==> src/rtl/seq_det_pkg.sv <==
// seq_det_pkg
//   Shared definitions for the seq_detect_param serial pattern detector:
//   the default configuration loaded at reset, the helper that sizes the
//   pattern-length field, and the mask helper used by the match compare.
//   No ports (package).
package seq_det_pkg;

    // Widest mask that len_mask can build. MAX_LEN of the detector must not exceed this.
    localparam int MASK_W = 64;

    // Configuration restored by reset.
    localparam logic [7:0] DEF_PATTERN_C = 8'b0000_0101;
    localparam int         DEF_LEN_C     = 3;
    localparam bit         DEF_OVERLAP_C = 1'b1;

    // Bits needed to hold a length of 0..max_len inclusive.
    function automatic int len_w(input int max_len);
        return $clog2(max_len + 1);
    endfunction

    // Mask with the low 'len' bits set. The caller truncates it to its own width.
    function automatic logic [MASK_W-1:0] len_mask(input int len);
        logic [MASK_W-1:0] m;
        m = '0;
        for (int i = 0; i < MASK_W; i++) begin
            m[i] = (i < len);
        end
        return m;
    endfunction

endpackage

==> src/rtl/seq_detect_param_sat_counter.sv <==
// sat_counter
//   Saturating up-counter. Holds at all-ones instead of wrapping.
//   A clear request wins over an increment in the same cycle.
// Ports:
//   clk  in   clock, rising edge
//   rst  in   synchronous reset, active-high (count -> 0)
//   clr  in   synchronous clear (count -> 0), priority over inc
//   inc  in   increment request
//   q    out  current count, W bits
module sat_counter #(
    parameter int W = 16
) (
    input  logic         clk,
    input  logic         rst,
    input  logic         clr,
    input  logic         inc,
    output logic [W-1:0] q
);

    logic [W-1:0] cnt_q;
    logic [W-1:0] cnt_d;

    always_comb begin
        cnt_d = cnt_q;
        if (clr) begin
            cnt_d = '0;
        end else if (inc && (cnt_q != '1)) begin
            cnt_d = cnt_q + W'(1);
        end
    end

    always_ff @(posedge clk) begin
        if (rst) begin
            cnt_q <= '0;
        end else begin
            cnt_q <= cnt_d;
        end
    end

    assign q = cnt_q;

endmodule

==> src/rtl/seq_detect_param.sv <==
// seq_detect_param
//   Runtime-configurable serial pattern detector. Compares the newest 'len'
//   received bits against the active pattern and raises a registered
//   (Moore) detect flag one cycle after the edge that accepts the final
//   pattern bit. Supports overlapping and non-overlapping matching, an
//   input-valid qualifier and a saturating hit counter.
//
//   Handshake: there is no backpressure. A bit is accepted on every rising
//   edge where in_valid=1 and cfg_load=0; a bit offered alongside cfg_load is
//   dropped. cfg_load is a single-cycle request with no acknowledge other than
//   cfg_err, which is valid the cycle after the request.
//
// Ports:
//   clk          in   clock, rising edge
//   rst          in   synchronous reset, active-high
//   in_valid     in   qualifies in_bit
//   in_bit       in   serial data bit
//   cfg_load     in   load cfg_pattern/cfg_len/cfg_overlap
//   cfg_pattern  in   new pattern, bit [len-1] is received first
//   cfg_len      in   new length, legal 1..MAX_LEN
//   cfg_overlap  in   1 = overlapping matches
//   cnt_clr      in   clear hit_count
//   detect       out  match flag (registered)
//   hit_count    out  saturating match count
//   cfg_err      out  sticky: last cfg_load was rejected
module seq_detect_param
    import seq_det_pkg::*;
#(
    parameter int                   MAX_LEN     = 8,
    parameter int                   CNT_W       = 16,
    parameter logic [MAX_LEN-1:0]   DEF_PATTERN = MAX_LEN'(DEF_PATTERN_C),
    parameter int                   DEF_LEN     = DEF_LEN_C,
    parameter bit                   DEF_OVERLAP = DEF_OVERLAP_C,
    localparam int                  LEN_W       = len_w(MAX_LEN)
) (
    input  logic               clk,
    input  logic               rst,
    input  logic               in_valid,
    input  logic               in_bit,
    input  logic               cfg_load,
    input  logic [MAX_LEN-1:0] cfg_pattern,
    input  logic [LEN_W-1:0]   cfg_len,
    input  logic               cfg_overlap,
    input  logic               cnt_clr,
    output logic               detect,
    output logic [CNT_W-1:0]   hit_count,
    output logic               cfg_err
);

    localparam logic [LEN_W-1:0] MAX_LEN_L = LEN_W'(MAX_LEN);

    // Active configuration
    logic [MAX_LEN-1:0] pat_q, pat_d;
    logic [LEN_W-1:0]   len_q, len_d;
    logic               ovl_q, ovl_d;

    // Datapath state
    logic [MAX_LEN-1:0] hist_q, hist_d;
    logic [LEN_W-1:0]   fill_q, fill_d;
    logic               det_q, det_d;
    logic               err_q, err_d;

    logic [MAX_LEN-1:0] nh;
    logic [LEN_W-1:0]   nf;
    logic [MAX_LEN-1:0] mask;
    logic               match;
    logic               cfg_legal;
    logic               load_ok;
    logic               accept;

    assign cfg_legal = (cfg_len != '0) && (cfg_len <= MAX_LEN_L);
    assign load_ok   = cfg_load && cfg_legal;
    assign accept    = in_valid && !cfg_load;

    // Candidate history/fill if the current bit is accepted.
    assign nh   = {hist_q[MAX_LEN-2:0], in_bit};
    assign nf   = (fill_q == MAX_LEN_L) ? fill_q : fill_q + LEN_W'(1);
    assign mask = MAX_LEN'(len_mask(int'(len_q)));

    // fill guards against matching on history bits that were never received
    // (after reset, a load, or a non-overlapping hit).
    assign match = (nf >= len_q) && (((nh ^ pat_q) & mask) == '0);

    always_comb begin
        pat_d  = pat_q;
        len_d  = len_q;
        ovl_d  = ovl_q;
        hist_d = hist_q;
        fill_d = fill_q;
        det_d  = det_q;
        err_d  = err_q;
        if (cfg_load) begin
            if (cfg_legal) begin
                pat_d  = cfg_pattern;
                len_d  = cfg_len;
                ovl_d  = cfg_overlap;
                hist_d = '0;
                fill_d = '0;
                det_d  = 1'b0;
                err_d  = 1'b0;
            end else begin
                // Rejected load leaves configuration and datapath untouched.
                err_d = 1'b1;
            end
        end else if (in_valid) begin
            hist_d = nh;
            det_d  = match;
            // Non-overlapping: forget consumed bits so they cannot start the next match.
            fill_d = (match && !ovl_q) ? '0 : nf;
        end
    end

    always_ff @(posedge clk) begin
        if (rst) begin
            pat_q  <= DEF_PATTERN;
            len_q  <= LEN_W'(DEF_LEN);
            ovl_q  <= DEF_OVERLAP;
            hist_q <= '0;
            fill_q <= '0;
            det_q  <= 1'b0;
            err_q  <= 1'b0;
        end else begin
            pat_q  <= pat_d;
            len_q  <= len_d;
            ovl_q  <= ovl_d;
            hist_q <= hist_d;
            fill_q <= fill_d;
            det_q  <= det_d;
            err_q  <= err_d;
        end
    end

    // A legal load restarts the count; cnt_clr wins over a same-cycle match.
    sat_counter #(
        .W(CNT_W)
    ) u_hit_cnt (
        .clk(clk),
        .rst(rst),
        .clr(cnt_clr || load_ok),
        .inc(accept && match),
        .q  (hit_count)
    );

    assign detect  = det_q;
    assign cfg_err = err_q;

endmodule

==> config.mk <==
export PLATFORM = sky130hd
export DESIGN_NAME = seq_detect_param
export DESIGN_NICKNAME = d
export VERILOG_FILES = /design/src/rtl/seq_det_pkg.sv /design/src/rtl/seq_detect_param_sat_counter.sv /design/src/rtl/seq_detect_param.sv
export SDC_FILE = /design/constraint.sdc
export NUM_CORES = 1
export LEC_CHECK = 0
export ABC_AREA = 1
export CAP_MARGIN = 40
export CORE_ASPECT_RATIO = 0.75
export CORE_MARGIN = 8
export CORE_UTILIZATION = 40
export CTS_CLUSTER_DIAMETER = 150
export CTS_CLUSTER_SIZE = 20
export DETAILED_ROUTE_END_ITERATION = 8
export GPL_TIMING_DRIVEN = 1
export PLACE_DENSITY = 0.65
export SYNTH_ARGS = -nofsm -noshare
export SYNTH_HDL_FRONTEND = slang
export SYNTH_SLANG_ARGS = --single-unit
export TNS_END_PERCENT = 5
==> constraint.sdc <==
create_clock -name clk -period 3.42 [get_ports clk]
set_clock_uncertainty 0.2 [all_clocks]
set_input_delay 0.684 -clock clk [delete_from_list [all_inputs] [get_ports clk]]
set_output_delay 0.684 -clock clk [all_outputs]
set_load 0.01 [all_outputs]
==> results of run 1 <==
==> placed cells by master, fill, tap and decap left out, types with 6 or more instances in the layout <==
master / n
nand2_1: 104
dfxtp_1: 42
a21oi_1: 36
clkdlybuf4s50_1: 36
inv_1: 34
nand3_1: 20
nor2_1: 20
nand4_1: 17
xor2_1: 10
o21ai_0: 9
ha_1: 7
nand2_2: 6
==> report_power, final <==
part | internal, mW | switching [mW] | total, mW
sequential | 0.503 | 0.0115 | 0.515
combinational | 0.0576 | 0.0852 | 0.143
clock | 0.141 | 0.159 | 0.300
total | 0.702 | 0.256 | 0.957
==> stage by stage <==
step           util [%]  cells  setup WS, ns  hold slack [ns]  area (um^2)
2_1_floorplan         -    345          1.12            0.243         2390
4_1_cts            49.9    459         0.749            0.276         2890
6_report           49.9    459         0.774            0.276         2890
3_5_place_dp       48.6    452         0.651            0.256         2820
3_3_place_gp       48.6    452         0.679            0.258         2820
5_1_grt            49.9    459         0.477            0.301         2890
==> flip-flops by register name (all words and copies together) (netlist names) <==
| name | cells |
|---|---|
| detect | 1 |
| u_hit_cnt.q | 16 |
| len_q | 4 |
| pat_q | 8 |
| hist_q | 7 |
| fill_q | 4 |
| cfg_err | 1 |
| ovl_q | 1 |
==> worst max-delay path, delay by kind of cell (launching register included) <==
kind            cells  cell delay, ns
compound gates      3            0.24
xor+xnor            1            0.20
fa+ha+maj           2            0.39
buf+inv             3            0.18
flops               1            0.42
simple gates        5            0.90
==> cell type report <==
class / count / area (um^2)
clock buffer: 7 / 76.3
multi-input combinational: 253 / 1340
tap: 78 / 97.6
inverter: 39 / 146
sequential: 42 / 841
fill: 579 / 2900
timing repair buffer: 40 / 390
==> metal layers <==
layer,vias to the layer above,global-route usage (%),part of all wire (%)
met3,2,3.16,3.5
met1,1003,20.7,56
met2,43,18.1,40
li1,1188,-,-
met5,-,0,0
met4,0,2.71,0.36
==> cell families (layout without fill, tap and decap cells) <==
logic type,after synthesis,count (layout),synth area share [%]
AOI/OAI and AO/OA,50,50,11.0
xor gates and xnor gates,14,14,5.12
adders and majority gates,7,7,3.66
buffers and inverters,50,86,8.94
DFF,42,42,35.1
and+or+nand+nor,182,182,36.1
==> path summary, 6_finish.rpt <==
kind | slack (ns) | endpoint
setup reg to reg | 0.77 | u_hit_cnt.q[7]
hold reg to reg | 0.28 | pat_q[4]
setup / recovery | 0.77 | u_hit_cnt.q[7]
hold / removal | 0.28 | pat_q[4]
==> reports/summary.txt, run 1 <==
RSZ-0062 raised after global routing - no
Cell count of the worst hold path - 2
Synthesized Nets - 371
Worst Tran Pin Value - 0.519 ns
Resize count post-CTS - 0
Synth area leaders - dfxtp_1 (35%), nand2_1 (16%), a21oi_1 (7.5%)
Post-synth EDFFs - 0
TritonCTS clock tree - done
Final min period - 2.65 ns
CP max FO - 18
Library cells used by synthesis - 28
Worst-case reg-to-reg path depth - 14
Startpoint type of the worst setup path - flip-flop
Nets@finish - 407
Overall Power - 0.957 mW
WL final - 5760 um
P per Cell Area - 331 nW/um^2
# port buffers - 36
Initial antenna violation count - 0
Layout cells sized above 1 - 9.19%
Drt initial violations - 131
Initial Util - 41.3%
Core Box Area - 5800 um^2
Post-synth top cells - nand2_1 (104), dfxtp_1 (42), a21oi_1 (36)
Max-cap violations - 0
Number of global-route vias before repair - 2026
Rows - 24
Hold WC Path Type - flip-flop to flip-flop
CP max stage cell - dfxtp_1
GRT Residual Overflow - 0
Inserted Diodes - 0
Largest net degree at the start of global routing - 19
Num CTS Buffers - 5
Post-synth top area share - 35.1%
Largest area contributor in the netlist - dfxtp_1
Crit end category - flip-flop
Syn. warnings - 0
Sink Count - 42
Slew HR - 65.2%
Peak VDD IR - 224 uV
Post-Syn Instances - 345
Routed WL per cell - 12.5 um
F_max - 378 MHz
Worst skew pair latency - 0.28 ns
Yosys reg bits - 42
WP data required - 3.38 ns
Final hold violation count - 0
Max incr delay on CP - 0.42 ns
Kind of critical path - flip-flop to flip-flop
Most instantiated library cell after synthesis - nand2_1
Max H-tree Level - 2
Chip height - 83.0 um
Vias per inst - 4.87
Crit Reg-Reg Startpoint - fill_q[0]
Mapped Avg Cell Area - 6.94 um^2
I/O pin count - 37
Setup TNS - 0 ns
First-pass GRT wire length - 9980 um
CTS clk-pin slew, worst paths - 0.08 ns
CTS Hold Bufs - 0
Gr usage total - 13.5%
Status - completed
Die width - 105 um
Die footprint - 8740 um^2
Area Growth Syn to Fin - 20.9%
Maximum root-to-sink buffer count - 2
Critical path arrival - 2.61 ns
Register area share after synthesis - 35.1%
CP dominant cell by count - inv_1
Slew Limit Fails - 0
Hold_sp - pat_q[4]
DRC Markers - 0
Post-synth ARST share - 0%
Synthesized area - 2390 um^2
Routability Congestion - 0.876
Cell-by-cell trace of the critical path - inv_1, ha_1, nand3_1, xor2_1, inv_1, ha_1, inv_1, a21oi_1, o21ai_0, nor2_1, nor2_8, nand3_4, nand2_1, a21oi_2
Main synth FF type - dfxtp_1
Antenna-violating nets left - 0
Root Driver - clkbuf_8
Pleak - 1.12 nW
Crit path launch - fill_q[0]
1st-pass router iterations - 4
Setup Buffers After CTS - 0
Setup violations, final - 0
Dpl hpwl - 4380 um
Period Utilization, post-route - 77.4%
Vias - 2236
Power figures use the tool's default switching activity.
==> inputs of run 2 (changes only) <==
--- a/config.mk
+++ b/config.mk
@@ -14,7 +14,7 @@
 export CTS_CLUSTER_SIZE = 20
 export DETAILED_ROUTE_END_ITERATION = 8
 export GPL_TIMING_DRIVEN = 1
-export PLACE_DENSITY = 0.65
+export PLACE_DENSITY = 0.68
 export SYNTH_ARGS = -nofsm -noshare
 export SYNTH_HDL_FRONTEND = slang
 export SYNTH_SLANG_ARGS = --single-unit
==> constraint.sdc (replaced) <==
create_clock -name clk -period 2.3 [get_ports clk]
set_clock_uncertainty 0.2 [all_clocks]
set_input_delay 0.46 -clock clk [delete_from_list [all_inputs] [get_ports clk]]
set_output_delay 0.46 -clock clk [all_outputs]
set_load 0.01 [all_outputs]
==> run 2 against run 1 <==
The flow now finishes with violations (setup timing). Combinational power grew 110%. Clock power grew 52%. Sequential power grew 49%. Critical endpoint is now u_hit_cnt.q[8]. Flip-flop and latch count is the same. Count of clock-buffer cells in the layout is the same. Utilization grew 5.3 points. Non-clock buffer count grew 10. Largest cell class unchanged. Final cell count grew 2.4%. Via count grew 4.5%. Critical path type unchanged. Global-route usage grew 0.89 points.
==> reports/summary.txt, run 2 (synthesis results as in run 1) <==
Violated checks - setup timing
Slew HR - 70.0% (+4.8 points)
Worst Tran Pin Value - 0.448 ns (-0.0715 ns)
F_max - 420 MHz (+11%)
Fin cells - 470 (+2.4%)
WHS - 0.272 ns (-0.00393 ns)
I/O pin count - 37 (unchanged)
Max H-tree Level - 2 (unchanged)
Most common cell after layout, fill and taps aside - nand2_1
Slew Limit Fails - 0 (unchanged)
Core Box Area - 5800 um^2 (unchanged)
Routed WL per cell - 13.5 um (+7.8%)
Worst skew pair latency - 0.29 ns (about the same)
Initial Util - 41.3% (unchanged)
Final min period - 2.38 ns (-0.263 ns)
Drt initial violations - 133 (+1.5%)
Die width - 105 um (unchanged)
Crit path launch - fill_q[1]
Multi-input gate area - 1520 um^2 (+13%)
Area Growth Syn to Fin - 33.7%
Chip height - 83.0 um (unchanged)
Number of global-route vias before repair - 2194 (+8.3%)
Final hold violation count - 0 (unchanged)
# port buffers - 36 (unchanged)
Inst Count DP - 456 (+0.88%)
Kind of critical path - flip-flop to flip-flop
Num CTS Buffers - 5 (unchanged)
Setup violations, final - 8 (+8)
Maximum root-to-sink buffer count - 2 (unchanged)
Gr usage total - 14.4% (+0.89 points)
Period Utilization, post-route - 104% (+26 points)
Inserted Diodes - 0 (unchanged)
Max-cap violations - 0 (unchanged)
DRC Markers - 0 (unchanged)
GRT Residual Overflow - 0 (unchanged)
Largest net degree at the start of global routing - 31 (+12)
Setup WS pre-CTS - -0.106 ns (-0.757 ns)
Critical path arrival - 2.35 ns (-0.26 ns)
1st-pass router iterations - 5 (+1)
Layout cells sized above 1 - 18.4% (+9.2 points)
WP data required - 2.27 ns (-1.11 ns)
Nets@finish - 418 (+2.7%)
First-pass GRT wire length - 10600 um (+6.4%)
P per Cell Area - 473 nW/um^2 (+43%)
Design area - 3200 um^2 (+11%)
RSZ-0062 raised after global routing - yes
Crit Reg-Reg Startpoint - fill_q[1]
Die footprint - 8740 um^2 (unchanged)
Crit end category - flip-flop
Hold_sp - pat_q[1]
Routability Congestion - 0.831 (-5.2%)
Register Area - 843 um^2 (+0.30%)
Max reg flops - 16 (unchanged)
Startpoint type of the worst setup path - flip-flop
Vias per inst - 4.97 (+2.1%)
Fill cells - 552 (-4.7%)
TritonCTS clock tree - done
Setup WS post-layout - -0.0829 ns (-0.857 ns)
Peak VDD IR - 325 uV (+45%)
Setup TNS - -0.451 ns (-0.451 ns)
Status - finished, violations left
Initial antenna violation count - 0 (unchanged)
Dpl hpwl - 4230 um (-3.4%)
Placed Area - 2870 um^2 (+2.0%)
CTS clk-pin slew, worst paths - 0.07 ns (about the same)
Antenna-violating nets left - 0 (unchanged)
Vias - 2337 (+4.5%)
WL final - 6360 um (+10%)
Most frequent cells in the layout - nand2_1 (98), dfxtp_1 (40), clkdlybuf4s50_1 (36)
CP max FO - 8 (-10)
Hold WC Path Type - flip-flop to flip-flop
Sink Count - 42 (unchanged)
Pleak - 1.21 nW (+7.8%)
Root Driver - clkbuf_8
Rows - 24 (unchanged)
==> run 2: changes by cell type in the layout (fill, tap and decap cells not counted), moves of 3 or more <==
cell     before  now
a21oi_1      36   33
a21oi_2       1    4
buf_4         4    9
ha_1          7    2
ha_4          0    5
inv_1        34   30
inv_2         5    9
nand2_1     104   98
nand2_2       6   10
==> run 2: layout make-up <==
class | count | area share, %
Sequential cell | 42 | 26.3
Multi-Input combinational cell | 254 | 47.5
Clock buffer | 7 | 2.38
Timing Repair Buffer | 50 | 16.2
Inverter | 39 | 4.57
Tap cell | 78 | 3.05
==> run 2: report_power, final <==
group          internal [mW]  leakage (nW)  switching [mW]
Combinational          0.133         0.827           0.162
Clock                  0.210        0.0383           0.245
Sequential             0.749         0.342          0.0166
==> run 2: path summary, 6_finish.rpt <==
kind / end / slack, ns / cells after the start
worst max-delay path: u_hit_cnt.q[8] / -0.08 / 13
worst min-delay path: pat_q[1] / 0.27 / 2
worst min register to register: pat_q[1] / 0.27 / 2
worst max register to register: u_hit_cnt.q[8] / -0.08 / 13
==> run 2: metal layers <==
metal  vias up  global-route usage [%]  wire length [um]
li1       1212                       -                 -
met1      1079                    20.0              3220
met2        40                    21.0              2790
met3         6                    3.55               275
met4         0                    4.52                74
met5         -                       0                 0
==> run 2: metrics by stage <==
stage / util (%) / total power, mW
2_1_floorplan: - / 0.928
3_3_place_gp: 49.6 / 1.01
3_5_place_dp: 49.6 / 1.01
4_1_cts: 53.9 / 1.50
5_1_grt: 55.2 / 1.58
6_report: 55.2 / 1.51
==> run 2: critical path, stage by stage (launching register included) <==
cell     delay [ns]
dfxtp_2        0.33
buf_4          0.14
nand3_1        0.10
xor2_1         0.15
inv_1          0.10
ha_4           0.30
nand2_4        0.07
o21ai_4        0.16
nor2_4         0.06
nor2_8         0.20
buf_6          0.14
nand3_4        0.14
nand2_2        0.13
a21oi_2        0.05
==> run 2: what timing repair did <==
item | in CTS | in global routing
setup buffers | 4 | 1
gates cloned | 2 | 0
hold endpoints to repair | 0 | 0
setup endpoints to repair | 19 | 21
pin swaps | 9 | 15
gates resized for setup | 25 | 15
hold buffers | 0 | 0
==> inputs of run 3 (changes only) <==
--- a/config.mk
+++ b/config.mk
@@ -14,7 +14,8 @@
 export CTS_CLUSTER_SIZE = 20
 export DETAILED_ROUTE_END_ITERATION = 8
 export GPL_TIMING_DRIVEN = 1
-export PLACE_DENSITY = 0.68
+export HOLD_SLACK_MARGIN = 0.05
+export PLACE_DENSITY = 0.65
 export SYNTH_ARGS = -nofsm -noshare
 export SYNTH_HDL_FRONTEND = slang
 export SYNTH_SLANG_ARGS = --single-unit
==> constraint.sdc (replaced) <==
create_clock -name clk -period 2.2 [get_ports clk]
set_clock_uncertainty 0.2 [all_clocks]
set_input_delay 0.44 -clock clk [delete_from_list [all_inputs] [get_ports clk]]
set_output_delay 0.44 -clock clk [all_outputs]
set_load 0.01 [all_outputs]
==> run 3 against run 2 <==
Routed wire length is 0.74% higher. Worst setup slack better by 0.020 ns. Global-route usage is 0.57 points higher. Worst hold slack better by 0.0032 ns. The flow still finishes with violations (setup timing).
==> reports/summary.txt, run 3 (synthesis results as in run 1) <==
Max incr delay on CP - 0.33 ns (about the same)
Setup TNS - -0.664 ns (-0.213 ns)
P per Cell Area - 500 nW/um^2 (+5.7%)
Root Driver - clkbuf_8
Setup violations, final - 16 (+8)
Max reg flops - 16 (unchanged)
Setup WS post-layout - -0.0632 ns (+0.0197 ns)
CP max FO - 7 (-1)
Vias per inst - 5.05 (+1.6%)
Die footprint - 8740 um^2 (unchanged)
Pleak - 1.24 nW (+3.0%)
Most common cell after layout, fill and taps aside - nand2_1
Largest net degree at the start of global routing - 17 (-45%)
Buf/Inv on CP - 3 (unchanged)
Design area - 3240 um^2 (+1.4%)
Sink Count - 42 (unchanged)
WL final - 6400 um (+0.74%)
Most frequent cells in the layout - nand2_1 (100), dfxtp_1 (40), clkdlybuf4s50_1 (36)
Overall Power - 1.62 mW (+7.2%)
Nets@finish - 427 (+2.2%)
# port buffers - 36 (unchanged)
Routed WL per cell - 13.3 um (-1.4%)
Crit end category - flip-flop
WP data required - 2.23 ns (-0.04 ns)
Rows - 24 (unchanged)
Vias - 2425 (+3.8%)
CP top delay family - simple AND/OR/NAND/NOR gates
Drt initial violations - 125 (-6.0%)
Critical path arrival - 2.30 ns (-0.05 ns)
Worst skew pair latency - 0.30 ns (about the same)
F_max - 442 MHz (+5.3%)
CTS clk-pin slew, worst paths - 0.08 ns (about the same)
Initial antenna violation count - 0 (unchanged)
Hold WC Path Type - flip-flop to flip-flop
Antenna-violating nets left - 0 (unchanged)
Worst Tran Pin Value - 0.585 ns (+0.137 ns)
Status - finished, violations left
Setup WS pre-CTS - -0.0881 ns (+0.0174 ns)
Final min period - 2.26 ns (-0.120 ns)
Gr usage total - 14.9% (+0.57 points)
Layout cells sized above 1 - 20.6% (+2.3 points)
Slew HR - 61.0% (-9.0 points)
TritonCTS clock tree - done
Number of global-route vias before repair - 2206 (+0.55%)
Area Growth Syn to Fin - 35.5%
WHS - 0.276 ns (+0.00316 ns)
Startpoint type of the worst setup path - flip-flop
Inserted Diodes - 0 (unchanged)
Peak VDD IR - 302 uV (-6.8%)
First-pass GRT wire length - 11000 um (+3.4%)
Fin cells - 480 (+2.1%)
CP max stage cell - dfxtp_2
Dpl hpwl - 4500 um (+6.4%)
DRC Markers - 0 (unchanged)
Placed Area - 2950 um^2 (+2.7%)
Maximum root-to-sink buffer count - 2 (unchanged)
Die width - 105 um (unchanged)
Final Core Density - 56.0% (+0.76 points)
Period Utilization, post-route - 103% (-0.73 points)
GRT Residual Overflow - 0 (unchanged)
Core Box Area - 5800 um^2 (unchanged)
Inst Count DP - 468 (+2.6%)
Violated checks - setup timing
Cell-by-cell trace of the critical path - buf_4, nand3_1, xor2_1, inv_1, ha_4, nand2_4, o21ai_4, nor2_4, nor2_8, buf_6, nand4_1, a21oi_2
Num CTS Buffers - 5 (unchanged)
1st-pass router iterations - 4 (-1)
RSZ-0062 raised after global routing - yes
Routability Congestion - 0.833 (+0.25%)
Slew Limit Fails - 0 (unchanged)
Max H-tree Level - 2 (unchanged)
Chip height - 83.0 um (unchanged)
I/O pin count - 37 (unchanged)
Final hold violation count - 0 (unchanged)
Initial Util - 41.3% (unchanged)
Max-cap violations - 0 (unchanged)
Kind of critical path - flip-flop to flip-flop
==> run 3: cell types whose count changed in the layout (fill, tap and decap cells not counted), moves of 2 or more <==
cell     delta
nand2_1     +2
buf_4       +8
a21oi_1     -2
a21oi_2     +2
buf_6       +2
==> run 3: power breakdown <==
group          total (mW)  switching [mW]  internal (mW)
registers           0.800          0.0172          0.783
clock network       0.523           0.270          0.254
logic               0.299           0.165          0.134
total                1.62           0.452           1.17
==> run 3: tightest hold or removal path: cells and delay by family (launching register included) <==
kind	cells	cell delay (ns)
DFF	1	0.31
AOI/OAI and AO/OA	1	0.06
buffers and inverters	1	0.07
==> run 3: worst paths after layout <==
check                                from         endpoint  slack, ns  cells past startpoint
worst min register to register   pat_q[4]         pat_q[4]       0.28                      2
worst max-delay path            fill_q[1]  u_hit_cnt.q[12]      -0.06                     12
worst min-delay path             pat_q[4]         pat_q[4]       0.28                      2
worst max register to register  fill_q[1]  u_hit_cnt.q[12]      -0.06                     12
==> run 3: layout make-up <==
cell class | count | area (um^2)
fill | 523 | 2550
sequential | 42 | 843
inverter | 39 | 146
clock inverter | 1 | 5.00
clock buffer | 7 | 86.3
multi-input combinational | 255 | 1510
tap | 78 | 97.6
timing repair buffer | 58 | 553
==> run 3: routing by layer <==
layer	GRT usage [%]	vias to the layer above	wire length (um)
li1	-	1234	-
met1	20.9	1115	3180
met2	21.8	69	2760
met3	4.17	7	413
met4	3.49	0	46
met5	0	-	0
==> run 3: timing repair <==
action / in CTS / in global routing
pin swaps: 12 / 10
cloned: 3 / 0
buffers inserted: 0 / 1
resized for setup: 24 / 15
setup endpoints to repair: 20 / 21
hold buffers: 0 / 0
